**src/rtl/alu_issue.sv**
```systemverilog
// ALU issue register: decodes an RV32I word and bypasses its register operands.
// Presents them as one registered op with valid/ready flow control and saturating counters.
module alu_issue #(
  parameter int CNT_W = 16
) (
  input  logic             clk,
  input  logic             reset,
  input  logic             flush,
  input  logic             in_valid,
  output logic             in_ready,
  input  logic [31:0]      instr,
  input  logic [31:0]      rs1data,
  input  logic [31:0]      rs2data,
  input  logic             fwd_valid,
  input  logic [4:0]       fwd_rd,
  input  logic [31:0]      fwd_data,
  output logic             out_valid,
  input  logic             out_ready,
  output logic [31:0]      srca,
  output logic [31:0]      srcb,
  output logic [2:0]       alucontrol,
  output logic [4:0]       rd,
  output logic             is_branch,
  output logic             branch_ne,
  output logic             illegal,
  output logic [CNT_W-1:0] issue_cnt,
  output logic [CNT_W-1:0] illegal_cnt
);

  typedef enum logic [2:0] {
    ALU_ADD = 3'b000,
    ALU_SUB = 3'b001,
    ALU_AND = 3'b010,
    ALU_OR  = 3'b011,
    ALU_XOR = 3'b100,
    ALU_SLT = 3'b101,
    ALU_SLL = 3'b110,
    ALU_SRL = 3'b111
  } alu_op_e;

  typedef struct packed {
    logic [31:0] a;
    logic [31:0] b;
    alu_op_e     ctl;
    logic [4:0]  rd;
    logic        br;
    logic        ne;
    logic        ill;
  } op_t;

  logic [6:0] opc;
  logic [2:0] f3;
  logic [6:0] f7;
  logic [4:0] ra;
  logic [4:0] rb;

  assign opc = instr[6:0];
  assign f3  = instr[14:12];
  assign f7  = instr[31:25];
  assign ra  = instr[19:15];
  assign rb  = instr[24:20];

  logic [31:0] rs1v;
  logic [31:0] rs2v;
  logic        fwd_on;

  // x0 wins over any bypass, so a stray fwd_rd of 0 never leaks through
  assign fwd_on = fwd_valid && (fwd_rd != 5'd0);

  always_comb begin
    rs1v = rs1data;
    rs2v = rs2data;
    if (fwd_on && fwd_rd == ra) rs1v = fwd_data;
    if (fwd_on && fwd_rd == rb) rs2v = fwd_data;
    if (ra == 5'd0) rs1v = '0;
    if (rb == 5'd0) rs2v = '0;
  end

  logic [31:0] imm_i;
  logic [31:0] imm_s;

  assign imm_i = {{20{instr[31]}}, instr[31:20]};
  assign imm_s = {{20{instr[31]}}, instr[31:25], instr[11:7]};

  logic op_r;
  logic op_i;
  logic op_ld;
  logic op_st;
  logic op_br;
  logic op_lui;

  assign op_r   = (opc == 7'b0110011);
  assign op_i   = (opc == 7'b0010011);
  assign op_ld  = (opc == 7'b0000011);
  assign op_st  = (opc == 7'b0100011);
  assign op_br  = (opc == 7'b1100011);
  assign op_lui = (opc == 7'b0110111);

  alu_op_e arith_ctl;
  logic    arith_ill;

  // f3 map shared by R- and I-type; shift legality differs
  always_comb begin
    arith_ctl = ALU_ADD;
    arith_ill = 1'b0;
    unique case (f3)
      3'b000: arith_ctl = (op_r && instr[30]) ? ALU_SUB : ALU_ADD;
      3'b111: arith_ctl = ALU_AND;
      3'b110: arith_ctl = ALU_OR;
      3'b100: arith_ctl = ALU_XOR;
      3'b010: arith_ctl = ALU_SLT;
      3'b011: arith_ill = 1'b1;
      3'b001: begin
        arith_ctl = ALU_SLL;
        arith_ill = op_i && (f7 != 7'd0);
      end
      3'b101: begin
        arith_ctl = ALU_SRL;
        arith_ill = op_r ? instr[30] : (f7 != 7'd0);
      end
      default: arith_ill = 1'b1;
    endcase
  end

  op_t dec;

  always_comb begin
    dec     = '0;
    dec.ctl = ALU_ADD;
    dec.a   = rs1v;
    dec.b   = rs2v;
    dec.rd  = instr[11:7];
    unique case (1'b1)
      op_r: begin
        dec.ctl = arith_ctl;
        dec.ill = arith_ill;
      end
      op_i: begin
        dec.ctl = arith_ctl;
        dec.ill = arith_ill;
        dec.b   = imm_i;
      end
      op_ld: begin
        dec.b   = imm_i;
        dec.ill = (f3 != 3'b010);
      end
      op_st: begin
        dec.b   = imm_s;
        dec.rd  = 5'd0;
        dec.ill = (f3 != 3'b010);
      end
      op_br: begin
        dec.ctl = ALU_SUB;
        dec.br  = 1'b1;
        dec.ne  = f3[0];
        dec.rd  = 5'd0;
        dec.ill = (f3[2:1] != 2'b00);
      end
      op_lui: begin
        dec.a = '0;
        dec.b = {instr[31:12], 12'b0};
      end
      default: dec.ill = 1'b1;
    endcase
    if (dec.ill) begin
      dec     = '0;
      dec.ill = 1'b1;
    end
  end

  op_t             pay_q, pay_d;
  logic            vld_q, vld_d;
  logic [CNT_W-1:0] icnt_q, icnt_d;
  logic [CNT_W-1:0] xcnt_q, xcnt_d;
  logic            accept;

  assign in_ready = !vld_q || out_ready;
  assign accept   = in_valid && in_ready && !flush;

  always_comb begin
    pay_d  = pay_q;
    vld_d  = vld_q;
    icnt_d = icnt_q;
    xcnt_d = xcnt_q;
    if (flush) begin
      vld_d = 1'b0;
    end else if (accept) begin
      pay_d = dec;
      vld_d = 1'b1;
      if (!dec.ill && icnt_q != '1) icnt_d = icnt_q + CNT_W'(1);
      if (dec.ill && xcnt_q != '1)  xcnt_d = xcnt_q + CNT_W'(1);
    end else if (out_ready) begin
      vld_d = 1'b0;
    end
  end

  always_ff @(posedge clk or posedge reset) begin
    if (reset) begin
      pay_q  <= '0;
      vld_q  <= 1'b0;
      icnt_q <= '0;
      xcnt_q <= '0;
    end else begin
      pay_q  <= pay_d;
      vld_q  <= vld_d;
      icnt_q <= icnt_d;
      xcnt_q <= xcnt_d;
    end
  end

  assign out_valid   = vld_q;
  assign srca        = pay_q.a;
  assign srcb        = pay_q.b;
  assign alucontrol  = pay_q.ctl;
  assign rd          = pay_q.rd;
  assign is_branch   = pay_q.br;
  assign branch_ne   = pay_q.ne;
  assign illegal     = pay_q.ill;
  assign issue_cnt   = icnt_q;
  assign illegal_cnt = xcnt_q;

endmodule

```
**config.mk**
```make
export PLATFORM = sky130hd
export DESIGN_NAME = alu_issue
export DESIGN_NICKNAME = d
export VERILOG_FILES = /design/src/rtl/alu_issue.sv
export SDC_FILE = /design/constraint.sdc
export NUM_CORES = 1
export LEC_CHECK = 0
export CAP_MARGIN = 20
export CORE_MARGIN = 2
export CORE_UTILIZATION = 43
export CTS_CLUSTER_DIAMETER = 80
export CTS_CLUSTER_SIZE = 20
export DETAILED_ROUTE_END_ITERATION = 16
export HOLD_SLACK_MARGIN = 0.03
export PLACE_DENSITY = 0.81
export SETUP_SLACK_MARGIN = 0.4
export SLEW_MARGIN = 20
export SYNTH_ARGS = -nofsm -noshare
export SYNTH_HDL_FRONTEND = slang
export SYNTH_SLANG_ARGS = --single-unit
export TNS_END_PERCENT = 20
```
**constraint.sdc**
```tcl
create_clock -name clk -period 4.75 [get_ports clk]
set_clock_uncertainty 0.05 [all_clocks]
set_input_delay 1.425 -clock clk [delete_from_list [all_inputs] [get_ports clk]]
set_output_delay 1.425 -clock clk [all_outputs]
set_load 0.01 [all_outputs]
```
### Word level (Yosys, flattened, before mapping)

Cells that the tools add are included.

* input port bits: 139
* word-level logic and storage cells: 76
* register bits: 108

* bitwise logic cells: 1
* add/sub/neg operators: 2
* eq/ne operators: 18
* reduce and logical (&&, ||, !) cells: 27
* multiplexer cells: 18

Operators with widths (count)
* $mux 32: 5
* $pmux 32 s3: 1
* $mux 75: 1
* $add 16x1->16 const B: 2
* $ne 16x16->1 const B: 2
* $eq 7x6->1 const B: 3
* $pmux 3 s7: 1
* $eq 3x3->1 const B: 4
* $eq 5x5->1: 2
* $logic_not 5->1: 2
* $logic_and 1x1->1: 9
* $reduce_or 2->1: 4
* $eq 7x2->1 const B: 1
* $eq 7x5->1 const B: 1
* $eq 7x7->1 const B: 1
* $reduce_bool 7->1: 1
* $eq 3x2->1 const B: 2
* $pmux 3 s2: 1
* $reduce_and 3->1: 2
* $mux 1: 5
* $mux 5: 1
* $reduce_bool 5->1: 1
* $pmux 1 s4: 1
* $eq 3x1->1 const B: 1
* other kinds (10): 12

### Logic depth before layout (Yosys ltp)

Gate-level depths: netlist of the first run.

* depth in word-level cells: 10
* depth in mapped cells: 9

### Worst setup path before layout of the first run

No wires, ideal clock.

* path type: input to register
* start: input instr[14]
* end: register xcnt_q[1] (netlist: illegal_cnt[1])
* cell stages on the path: 7
* arrival: 3126 ps
* slack: 1446 ps
* cell sequence: clkbuf_1 > or3b_1 > a221oi_2 > a31oi_2 > o21ai_2 > buf_2 > mux2_1

* cells in the longest elaborated chain, start to end: 6

Ends and longest elaborated chain
* from (decl): RTL line 11 `input logic [31:0] instr,`
* $eq 3x3->1 (tied with other cells): RTL line 106 `unique case (f3)`
* $pmux 1 s3: RTL line 106
* $pmux 1 s4 *: RTL line 133 `unique case (1'b1)`
* $mux 75 *: RTL line 165 `if (dec.ill) begin`
* $logic_and 1x1->1 *: RTL line 191 `if (dec.ill && xcnt_q != '1) xcnt_d = xcnt_q + CNT_W'(1);`
* $reduce_and 3->1 (no line) *
* to (signal assigned): RTL line 207 `xcnt_q <= xcnt_d;`
* to (decl): RTL line 174 `logic [CNT_W-1:0] xcnt_q, xcnt_d;`

Every way passes the cells marked *; elsewhere a longest branch is shown, timed or not.
A chain may end at the register's enable or synchronous reset.

### Final worst setup path of the first run

* start: input out_ready
* end: output in_ready

* cells in the longest elaborated chain, start to end: 1

Ends and longest elaborated chain
* from (decl): RTL line 18 `input logic out_ready,`
* $logic_or 1x1->1: RTL line 177 `assign in_ready = !vld_q || out_ready;`
* to (decl): RTL line 10 `output logic in_ready,`

No other way between the ends.

==> flow_summary.yaml, run 1 <==
outcome:
  status: "complete, no violations"
timing:
  finalHoldViolCount: 0
  setup_tns_ns: 0
  max-slew-margin-rel_pct: 42.9
  period_share_pct: 85.8
  finalMaxSlewViolations: 0
  timing.fmax_mhz: 245
  worst_slack_ns: 0.675
  rsz0062_at_grt: "no"
  setup_violations: 0
  max_slew.worst_pin.slew_ns: 0.857
  fin_crit_ns: 4.08
  holdWs_ns: 0.431
setup_path:
  cp-start-kind: "input pin"
  crit_chain: "clkdlybuf4s50_1, nor2b_1, inv_1, clkdlybuf4s50_1"
  crit_type: "in2out"
  cp_data_required_time_ns: 3.27
  cp_max_fo: 3
  arrival_ns: 2.60
  crit_slowest_cell: "clkdlybuf4s50_1"
  cp_slowest_stage_delay_ns: 0.49
  crit_path_end_kind: "primary output"
  crit_top_cell: "clkdlybuf4s50_1"
cts:
  clkTransAtPathRegs_ns: 0.06
  tritoncts: "built"
  h-tree-depth: 3
  root_buffer: "clkbuf_16"
  numCtsBuffers: 9
  post-cts-setup-buffers: 0
  post_cts_resized: 0
  cts_sinks: 108
  hold_buffers: 0
  clkLatencyLatePin_ns: 0.34
  clock_path_buffers: 2
synth:
  yosysWarnings: 0
  ys_types: 56
  seq_area_frac_synth_pct: 47.1
  synth_area_per_cell_um2: 9.60
  yosys-top-cells-area: "dfrtp_1, mux2i_1, nand2_1"
  ys_ff_latch: 108
  async_flop_share_pct: 100
  yosysTopAreaCell: "dfrtp_1"
  synth_commonest_cells: "dfrtp_1, nand2_1, mux2i_1, o21ai_0, nor2_1"
  yosysTopAreaCellShare_pct: 47.1
  syn_nets: 739
  synthCells: 598
  syn_area_um2: 5740
  yosysMostFrequentCell: "dfrtp_1"
  synth_ff_type: "dfrtp_1"
  synth-edff-count: 0
routing:
  drt_iter0_drc: 437
  firstDrtPassIters: 5
  drt-total-wl_um: 19400
  antenna_left: 0
  drc: 0
  via_per_inst: 5.51
  wl_per_cell_um: 19.1
  vias: 5585
global_route:
  antenna_found_initial: 0
  grt_max_degree: 57
  gr-usage-met2_pct: 44.1
  met3_usage_pct: 5.47
  grt_pass1_wl_um: 30100
  grt_overflow: 0
  grt_usage_pct: 27.0
  use_met1_pct: 36.4
  busiest_layer: "met2"
  grt_pass1_vias: 5548
cells_and_area:
  nets: 974
  drive_gt1_share_pct: 6.09
  area_growth_pct: 52.2
  final_util_pct: 66.5
  fill_cells: 1042
  diodes: 0
  fin_area_um2: 8730
floorplan:
  ios: 248
  die_w_um: 120
  start_util_pct: 43.7
  core_um2: 13100
  die-area_um2: 14300
  die_y_um: 120
  num_rows: 42
placed_design:
  port_buffers: 247
  place.gp.congestion: 0.934
  place_ws_ns: 0.478
  dpl.hpwl_um: 14900
  placed_cell_area_um2: 8400
pwr:
  peakVddDrop_v: 0.000206
  power_density_nw_per_um2: 254
  power_leakage_nw: 3.59
flow_run:
  cap_viol_max_count: 0
hold_path:
  min_path_type: "reg2reg"
power breakdown:
part           switching (mW)  internal, mW
logic                   0.173         0.221
registers              0.0363         0.952
clock network           0.334         0.504
state kept, by name (all words and copies together) (netlist names):
name         count
branch_ne        1
alucontrol       3
rd               5
illegal_cnt     16
srcb            32
illegal          1
is_branch        1
srca            32
issue_cnt       16
out_valid        1
logic make-up (layout without fill, tap and decap cells):
group	count (synthesis)	after routing	share of synthesized area, %
AND/OR/NAND/NOR	200	200	16.6
AO/OA/AOI/OAI	146	146	16.7
flip-flops	108	108	47.1
multiplexers	52	52	9.26
buffers and inverters	52	292	4.08
XOR/XNOR	38	38	5.80
adder cells (fa/ha/maj)	2	2	0.436
metrics by stage:
step	total power [mW]	std cells
finish	2.22	1014
global route	2.31	1014
CTS	2.23	1014
detailed placement	1.40	998
global placement	1.39	998
floorplan	1.15	598
worst paths after layout:
path	start	end	slack (ns)	cells after the start
setup / recovery	out_ready	in_ready	0.67	4
hold / removal	srca[5]	srca[5]	0.43	2
setup reg to reg	out_valid	issue_cnt[1]	2.51	8
hold reg to reg	srca[5]	srca[5]	0.43	2
max in group asynchronous	reset	srcb[9]	2.40	3
min in group asynchronous	reset	srca[15]	1.48	2
cell usage in the layout (no fill, tap or decap), types with 2 or more instances in the layout:
master and instances:
mux2_2 6, nand2b_1 4, nand3b_1 2, mux2i_1 43, o21bai_1 5, and4_1 2
clkbuf_16 9, xnor2_1 24, mux2_1 3, clkinv_2 2, nand2_1 95, nand4_1 6
buf_4 14, xor2_1 14, a32o_1 6, nand3_1 20, nor3_1 9, o21ai_1 5
and2_1 4, clkbuf_8 3, a21oi_1 27, a22o_1 5, inv_1 13, a211oi_1 16
o31ai_1 21, clkdlybuf4s50_1 247, nor4_1 5, bufinv_16 2, ha_1 2, dfrtp_1 108
o21ai_0 43, nor2_1 35, and3_1 4, a32oi_1 6
worst max-delay path: cells and delay by family:
| kind | cells | cell delay [ns] |
|---|---|---|
| buf+inv | 3 | 0.97 |
| simple gates | 1 | 0.20 |
metal layers:
layer	up-vias	share of wire, %
li1	2606	-
met4	0	1.9
met1	2667	43
met3	28	7.9
met2	284	48
met5	-	0
layout make-up:
cell class	instances	area [um^2]	share of cell area (%)
Multi-Input combinational cell	438	2820	32.3
Tap cell	176	220	2.52
Clock buffer	12	267	3.05
Timing Repair Buffer	262	2600	29.7
Clock inverter	4	70.1	0.802
Sequential cell	108	2700	30.9
Inverter	14	55.1	0.630
(Power assumes the default switching activity.)
==> run 2, diff against run 1 <==
--- a/config.mk
+++ b/config.mk
@@ -11,6 +11,7 @@
 export CTS_CLUSTER_DIAMETER = 80
 export CTS_CLUSTER_SIZE = 20
 export DETAILED_ROUTE_END_ITERATION = 16
+export GPL_ROUTABILITY_DRIVEN = 1
 export HOLD_SLACK_MARGIN = 0.03
 export PLACE_DENSITY = 0.81
 export SETUP_SLACK_MARGIN = 0.4
==> results of run 2 <==
Final layout, timing and power as in run 1 (identical DEF).
